==> src/rtl/spdif_frame_scheduler.sv <==
// Pair FIFO and frame sequencer feeding an S/PDIF transmitter: priming, underrun
// concealment, 192-frame block position and channel-status bit generation.
module spdif_frame_scheduler #(
  parameter int DATA_W           = 24,
  parameter int FIFO_DEPTH       = 4,
  parameter int PRIME_LEVEL      = 2,
  parameter bit MUTE_ON_UNDERRUN = 1'b1
) (
  input  logic              clk,
  input  logic              rst,
  input  logic              enable,
  input  logic [DATA_W-1:0] in_left,
  input  logic [DATA_W-1:0] in_right,
  input  logic              in_valid,
  output logic              in_ready,
  input  logic [3:0]        sample_rate_code,
  input  logic              tx_req,
  output logic [31:0]       data_left,
  output logic [31:0]       data_right,
  output logic              validity,
  output logic              cs_bit,
  output logic              block_start,
  output logic [7:0]        frame_index,
  output logic [15:0]       underrun_count
);

  localparam int AW = $clog2(FIFO_DEPTH);
  localparam logic [7:0] LAST_FRAME = 8'd191;

  typedef enum logic [1:0] {IDLE, PRIME, RUN} state_t;

  state_t            state, state_next;
  logic [DATA_W-1:0] mem_left  [FIFO_DEPTH];
  logic [DATA_W-1:0] mem_right [FIFO_DEPTH];
  logic [AW:0]       wr_ptr, rd_ptr, level;
  logic              full, empty, flush, frame, push, pop, underrun;
  logic              first;
  logic [3:0]        cs_code, cs_code_next;
  logic [7:0]        index_next;

  // Channel-status block: consumer, copy permitted, sample rate in bits 24..27.
  function automatic logic cs_lookup(input logic [7:0] idx, input logic [3:0] code);
    if (idx == 8'd2)                      return 1'b1;
    else if (idx >= 8'd24 && idx <= 8'd27) return code[idx[1:0]];
    else                                   return 1'b0;
  endfunction

  assign level    = wr_ptr - rd_ptr;
  assign empty    = (wr_ptr == rd_ptr);
  assign full     = (wr_ptr[AW] != rd_ptr[AW]) && (wr_ptr[AW-1:0] == rd_ptr[AW-1:0]);
  assign in_ready = !full;

  assign flush = !enable || (state == IDLE);
  assign frame = tx_req && !flush;
  assign push  = in_valid && in_ready && !flush;

  assign index_next   = first ? 8'd0
                      : (frame_index == LAST_FRAME) ? 8'd0 : 8'(frame_index + 8'd1);
  assign cs_code_next = (index_next == 8'd0) ? sample_rate_code : cs_code;

  always_comb begin
    // NOTE: every always_comb output gets a default first so no path infers a latch.
    state_next = state;
    pop        = 1'b0;
    underrun   = 1'b0;
    case (state)
      IDLE:  if (enable) state_next = PRIME;
      PRIME: if (frame && level >= (AW+1)'(PRIME_LEVEL)) begin
               pop        = 1'b1;
               state_next = RUN;
             end
      RUN:   if (frame) begin
               if (!empty) pop = 1'b1;
               else begin
                 underrun   = 1'b1;
                 state_next = PRIME;
               end
             end
      default: state_next = IDLE;
    endcase
    if (!enable) begin
      state_next = IDLE;
      pop        = 1'b0;
      underrun   = 1'b0;
    end
  end

  // NOTE: sequential state uses non-blocking assignments so all registers update together.
  always_ff @(posedge clk or negedge rst) begin
    if (!rst) begin
      state  <= IDLE;
      wr_ptr <= '0;
      rd_ptr <= '0;
    end else begin
      state <= state_next;
      if (flush) begin
        wr_ptr <= '0;
        rd_ptr <= '0;
      end else begin
        if (push) wr_ptr <= wr_ptr + 1'b1;
        if (pop)  rd_ptr <= rd_ptr + 1'b1;
      end
    end
  end

  // NOTE: storage array is not reset; the pointers alone define which entries are live.
  always_ff @(posedge clk) begin
    if (push) begin
      mem_left[wr_ptr[AW-1:0]]  <= in_left;
      mem_right[wr_ptr[AW-1:0]] <= in_right;
    end
  end

  always_ff @(posedge clk or negedge rst) begin
    if (!rst) begin
      data_left   <= '0;
      data_right  <= '0;
      validity    <= 1'b1;
      cs_bit      <= 1'b0;
      block_start <= 1'b1;
      frame_index <= '0;
      first       <= 1'b1;
      cs_code     <= '0;
    end else if (flush) begin
      data_left   <= '0;
      data_right  <= '0;
      validity    <= 1'b1;
      cs_bit      <= 1'b0;
      block_start <= 1'b1;
      frame_index <= '0;
      first       <= 1'b1;
    end else if (frame) begin
      first       <= 1'b0;
      frame_index <= index_next;
      block_start <= (index_next == 8'd0);
      cs_code     <= cs_code_next;
      cs_bit      <= cs_lookup(index_next, cs_code_next);
      validity    <= !pop;
      if (pop) begin
        data_left  <= 32'(mem_left[rd_ptr[AW-1:0]]);
        data_right <= 32'(mem_right[rd_ptr[AW-1:0]]);
      end else if (!underrun || MUTE_ON_UNDERRUN) begin
        // Priming frames are always silent; an underrun frame repeats the last pair only when not muting.
        data_left  <= '0;
        data_right <= '0;
      end
    end
  end

  always_ff @(posedge clk or negedge rst) begin
    if (!rst) underrun_count <= '0;
    else if (underrun && underrun_count != 16'hFFFF) underrun_count <= underrun_count + 16'd1;
  end

endmodule

==> config.mk <==
export PLATFORM = sky130hd
export DESIGN_NAME = spdif_frame_scheduler
export DESIGN_NICKNAME = d
export VERILOG_FILES = /design/src/rtl/spdif_frame_scheduler.sv
export SDC_FILE = /design/constraint.sdc
export NUM_CORES = 1
export LEC_CHECK = 0
export CAP_MARGIN = 20
export CORE_MARGIN = 3
export CORE_UTILIZATION = 61
export CTS_BUF_LIST = sky130_fd_sc_hd__clkbuf_4
export DETAILED_ROUTE_END_ITERATION = 10
export GPL_ROUTABILITY_DRIVEN = 0
export GPL_TIMING_DRIVEN = 0
export PLACE_DENSITY = 0.87
export SLEW_MARGIN = 5
export SYNTH_ARGS = -nofsm -noshare
export SYNTH_HDL_FRONTEND = slang
export SYNTH_SLANG_ARGS = --single-unit
export TNS_END_PERCENT = 1
==> constraint.sdc <==
create_clock -name clk -period 5.4 [get_ports clk]
set_input_delay 1.62 -clock clk [delete_from_list [all_inputs] [get_ports clk]]
set_output_delay 1.62 -clock clk [all_outputs]
set_load 0.005 [all_outputs]
# ---- Word-level counts from Yosys, hierarchy flattened
# Memory sizes are Yosys's and may differ from the RTL's.
# Index checks and enable logic that the tools add are counted.
dict set report classes {
  n_addsub 5
  magnitude_cmp 4
  n_eq_ne 11
  n_mux 43
  bitwise 1
  n_reduce_logical 19
}
# op count
set ops {}
lappend ops {{2-to-1 mux 32 bit} 4}
lappend ops {{2-to-1 mux 24 bit} 2}
lappend ops {{2-to-1 mux 8 bit} 4}
lappend ops {{2-to-1 mux 1 bit} 21}
lappend ops {{adder 16 x 1 -> 16 bit, second input constant} 1}
lappend ops {{!= test 16 bit, second input constant} 1}
lappend ops {{2-to-1 mux 3 bit} 4}
lappend ops {{!= test 3 bit, second input constant} 3}
lappend ops {{adder 8 x 1 -> 8 bit, second input constant} 1}
lappend ops {{== test 8 x 2 -> 1 bit, second input constant} 1}
lappend ops {{== test 8 bit, second input constant} 1}
lappend ops {{greater-or-equal comparator 8 x 5 -> 1 bit, second input constant} 1}
lappend ops {{less-or-equal comparator 8 x 5 -> 1 bit, second input constant} 1}
lappend ops {{zero test 8 bit} 1}
lappend ops {{2-to-1 mux 2 bit} 4}
lappend ops {{logical AND 1 bit} 7}
lappend ops {{adder 3 x 1 -> 3 bit, second input constant} 2}
lappend ops {{one-hot mux 2 bit (3 select lines)} 1}
lappend ops {{nonzero test 2 bit} 3}
lappend ops {{zero test 1 bit} 4}
lappend ops {{2-to-1 mux 4 bit} 1}
lappend ops {{== test 3 bit} 1}
lappend ops {{greater-or-equal comparator 3 x 2 -> 1 bit, second input constant} 1}
lappend ops {{< comparator 2 x 3 -> 1 bit, second input constant} 1}
lappend ops {{12 further kinds} 12}
dict set report word_totals {
  reg_bits 104
  ram_bits 192
  inputBits 57
  out_inout_bits 92
  mem_count 2
}
# memory words word_bits rd rd_ports_with_merged_regs write_ports line_no
set mem_list {}
lappend mem_list {mem_left 4 24 1 0 1 33} ;# logic [DATA_W-1:0] mem_left [FIFO_DEPTH];
lappend mem_list {mem_right 4 24 1 0 1 34} ;# logic [DATA_W-1:0] mem_right [FIFO_DEPTH];

# ---- Logic depth before layout (Yosys ltp)
# Gate-level depths: netlist (run 1).
dict set report depth {
  word_depth 11
  mapped_depth 11
}

# ---- Least setup slack after synthesis (run 1)
# No wires, ideal clock.
dict set report synth_path {
  path_kind {input-to-reg}
  from {input enable}
  to {memory mem_left[0][0] (enable)}
  setup_ns 0.411
  arrival_time_ns 3.181
  required_time_ns 4.989
  path_slack_ns 1.809
  stages 4
  cell_sequence {nand2b_1 -> clkbuf_1 -> nor2_1 -> and2_1}
}
dict set report synth_between {
  elab_chain_len 6
}
# element line_no
set synth_lines {}
lappend synth_lines {{from (decl)} 11} ;# input logic enable,
lappend synth_lines {{zero test 1 bit} --}
lappend synth_lines {{logical OR 1 bit} 53} ;# assign flush = !enable || (state == IDLE);
lappend synth_lines {{zero test 1 bit} 55} ;# assign push = in_valid && in_ready && !flush;
lappend synth_lines {{logical AND 1 bit} 55}
lappend synth_lines {{2-to-1 mux 1 bit} 108} ;# if (push) begin
lappend synth_lines {{2-to-1 mux 1 bit (not written as such)} 109} ;# mem_left[wr_ptr[AW-1:0]] <= in_left;
lappend synth_lines {{to (decl)} 33}
# No other way between the ends.

# ---- Worst setup path after layout (run 1)
dict set report layout_path {
  from {register rd_ptr[1]}
  to {output in_ready}
}
dict set report layout_between {
  elab_chain_len 3
}
# element line_no
set layout_lines {}
lappend layout_lines {{from (decl)} 35} ;# logic [AW:0] wr_ptr, rd_ptr, level;
lappend layout_lines {{from (signal assigned)} 101} ;# if (pop) rd_ptr <= rd_ptr + 1'b1;
lappend layout_lines {{== test 2 bit} 50} ;# assign full = (wr_ptr[AW] != rd_ptr[AW]) && (wr_ptr[AW-1:0] == rd_ptr[AW-1:0]);
lappend layout_lines {{logical AND 1 bit} 50}
lappend layout_lines {{zero test 1 bit} 51} ;# assign in_ready = !full;
lappend layout_lines {{to (decl)} 15} ;# output logic in_ready,
# No other way between the ends.

==> results.yml, run 1 <==
global_routing:
  antenna_found_initial: 1
  first_global_vias: 7122
  grt_util_all_layers_pct: 24.4
  overflow: 0
  grt_pass1_wl_mm: 37.7
  grt_max_degree: 55
detailed_routing:
  drc: 0
  dr.pass1.iters: 5
  top_layer_used: "met5"
  avgViaCountPerCell: 5.89
  drt_wl_total_mm: 23.7
  first_iter_violations: 454
  vias: 6623
  route.met2.wl_mm: 12.1
  wl_per_cell_um: 21.1
  ant_nets: 0
  wl_met3_mm: 2.19
  wl_met1_mm: 9.11
placement:
  numPortBuffers: 132
  dp_hpwl_mm: 14.5
power_and_ir_drop:
  peakVddDrop_mv: 0.298
  seqPwrFrac_pct: 51.9
  internal_power_w: 0.00360
  powerDensity_nw_per_um2: 337
  p_sw_w: 0.00109
  p_leak_nw: 5.26
  p_sw_share_pct: 23.2
  p_clk_share_pct: 40.2
  comb_power_share_pct: 7.9
floorplan:
  fp.dieW_um: 142
  coreArea_um2: 17700
  num_rows: 48
  die_y_um: 142
  dieArea_um2: 20100
  ios: 149
  start_util_pct: 63.5
cts:
  cts_num_sinks: 280
  clock_latency_ns: 0.67
  clk_pin_slew_ns: 0.07
  cts_root_buffer: "clkbuf_4"
  tritoncts: "built"
  cts_resized: 0
  numCtsBuffers: 72
  clockBufferDepth: 3
  h-tree-depth: 3
  hold_buffers: 0
  post-cts-setup-buffers: 0
final_layout:
  layout-drive-gt1-share_pct: 26.3
  nets: 911
  diodes: 0
  nFillCells: 960
  area_growth_syn_to_layout_pct: 23.9
  multi_input_area_um2: 2980
  seqCellArea_um2: 7970
timing:
  hold_slack_ns: 0.487
  finalHoldViolCount: 0
  clock_skew_ns: 0.0326
  setup_violations: 0
  min_period_ns: 4.91
  slew_violations: 0
  fin_crit_sh_pct: 90.9
  slew_headroom_pct: 42.5
  worst_pin_slew_ns: 0.859
  fmax_mhz: 204
  rsz0062_at_grt: "false"
  fin_tns_setup_ns: 0
worst_setup_path:
  required_ns: 3.78
  startpoint: "rd_ptr[1]$_DFFE_PN0P_"
  worst_ep_arrival_time_ns: 3.29
  cp-start-kind: "flop"
  end_kind: "output port"
  setup.worst_path.class: "flop to output port"
  worstReg2RegStart: "rd_ptr[1]$_DFFE_PN0P_"
  critPathMaxFanout: 10
synth:
  async_flop_share_pct: 31.4
  synthTopCellsByArea: "edfxtp_1 (51%), dfrtp_1 (19%), mux4_2 (9.6%)"
  avgSynthCellArea_um2: 18.2
  ys_seq_area_share_pct: 71.0
  synth-main-ff-cell: "edfxtp_1"
  synth_edf_count: 192
  synth_common_cells: "edfxtp_1 (192), dfrtp_1 (85), a22o_1 (48), mux4_2 (48), nand2_1 (20)"
  yosysTopAreaCell: "edfxtp_1"
  synth_area_um2: 11200
  synth.most_common_cell: "edfxtp_1"
  synth_cells: 618
  ys_warn_count: 0
  synth-seq-cells: 280
  ys_types: 65
  netlist.area_leader.share_pct: 51.4
worst_hold_path:
  worstHoldStart: "cs_code[2]$_DFFE_PN0P_"
  min_path_type: "flop to flop"
run_status:
  outcome: "completed"
flow_run:
  max_cap_viol_count: 0
layer usage:
layer,vias up,global-route usage (%)
met5,-,0
met4,2,7.83
met3,38,8.70
met2,329,39.9
met1,3350,31.0
li1,2904,-
flip-flops by register name, summed over array words and instances, names as in the netlist:
| register | flops |
|---|---|
| mem_left | 96 |
| mem_right | 96 |
| data_left | 24 |
| data_right | 24 |
| underrun_count | 16 |
| frame_index | 8 |
| cs_code | 4 |
| rd_ptr | 3 |
| wr_ptr | 3 |
| state | 2 |
| block_start | 1 |
| cs_bit | 1 |
| first | 1 |
| validity | 1 |
power by group through the flow:
stage	registers (W)	clock network, W	logic (W)
after detailed placement	0.00248	0	0.000368
after CTS	0.00243	0.00192	0.000371
after global placement	0.00247	0	0.000342
after floorplan	0.00247	0	0.000209
after global routing	0.00244	0.00206	0.000405
final	0.00243	0.00188	0.000370
worst max-delay path, stage by stage, from the launching register on:
cell	delay, ns
dfrtp_1	0.56
buf_2	0.34
buf_1	0.54
inv_1	0.15
ha_1	0.33
nand3_1	0.19
clkdlybuf4s50_1	0.54
cell usage in the layout, fill, tap and decap left out, types with 5 or more instances in the layout:
| cell | netlist | routed |
|---|---|---|
| clkbuf_1 | 9 | 9 |
| clkbuf_4 | 0 | 119 |
| edfxtp_1 | 192 | 192 |
| mux4_2 | 48 | 48 |
| clkinv_1 | 0 | 6 |
| buf_2 | 8 | 8 |
| inv_2 | 0 | 5 |
| buf_4 | 19 | 20 |
| xnor2_1 | 7 | 7 |
| conb_1 | 1 | 16 |
| a21oi_1 | 10 | 10 |
| nand2_1 | 20 | 20 |
| xor2_1 | 11 | 11 |
| nor2_1 | 17 | 17 |
| dfrtp_1 | 85 | 85 |
| buf_6 | 7 | 7 |
| clkdlybuf4s50_1 | 0 | 131 |
| nand3_1 | 17 | 17 |
| o21ai_0 | 14 | 14 |
| a22o_1 | 48 | 48 |
| inv_1 | 11 | 11 |
| ha_1 | 13 | 13 |
worst paths after layout:
check                                              to  slack (ns)  depth (start not counted)
setup / recovery                             in_ready        0.49                          6
max in group asynchronous        validity$_DFFE_PN1P_        3.73                          2
hold reg to reg                cs_code[2]$_DFFE_PN0P_        0.49                          1
min in group asynchronous  data_right[23]$_DFFE_PN0P_        0.95                          1
setup reg to reg            mem_left[0][16]$_DFFE_PP_        1.70                          8
hold / removal                 cs_code[2]$_DFFE_PN0P_        0.49                          1
metrics by stage:
step,instances,total power (W),cell area (µm²),util [%],setup WS (ns)
CTS,1125,0.00472,13900,78.7,0.403
detailed placement,991,0.00285,12900,73.1,1.12
global placement,990,0.00282,12900,72.9,-0.752
floorplan,633,0.00268,11300,-,1.81
global route,1125,0.00490,13900,78.7,0.292
finish,1125,0.00469,13900,78.7,0.494
cell type report:
class	count	area share, %
Multi-Input combinational cell	298	21.4
Tap cell	225	2.03
Clock buffer	119	6.43
Sequential cell	280	57.4
Inverter	11	0.297
Buffer	44	2.15
Clock inverter	15	0.639
Timing Repair Buffer	133	9.69
cells by family after synthesis:
group | synth area share (%)
flip-flops | 71.0
adder cells (fa/ha/maj) | 1.63
AND/OR/NAND/NOR | 4.72
other | 0.0334
buffers and inverters | 3.03
XOR/XNOR | 1.61
multiplexers | 10.8
AO/OA/AOI/OAI | 7.15
Power figures use the tool's default switching activity.
==> run 2, diff against run 1 <==
--- a/config.mk
+++ b/config.mk
@@ -17,4 +17,3 @@
 export SYNTH_ARGS = -nofsm -noshare
 export SYNTH_HDL_FRONTEND = slang
 export SYNTH_SLANG_ARGS = --single-unit
-export TNS_END_PERCENT = 1
==> results of run 2 <==
Same layout as run 1: the final DEF is identical, and so are final timing and power.
==> run 3, diff against run 2 <==
--- a/config.mk
+++ b/config.mk
@@ -5,6 +5,7 @@
 export SDC_FILE = /design/constraint.sdc
 export NUM_CORES = 1
 export LEC_CHECK = 0
+export ABC_CLOCK_PERIOD_IN_PS = 5400
 export CAP_MARGIN = 20
 export CORE_MARGIN = 3
 export CORE_UTILIZATION = 61
==> results of run 3 <==
Same layout as run 1: the final DEF is identical, and so are final timing and power.
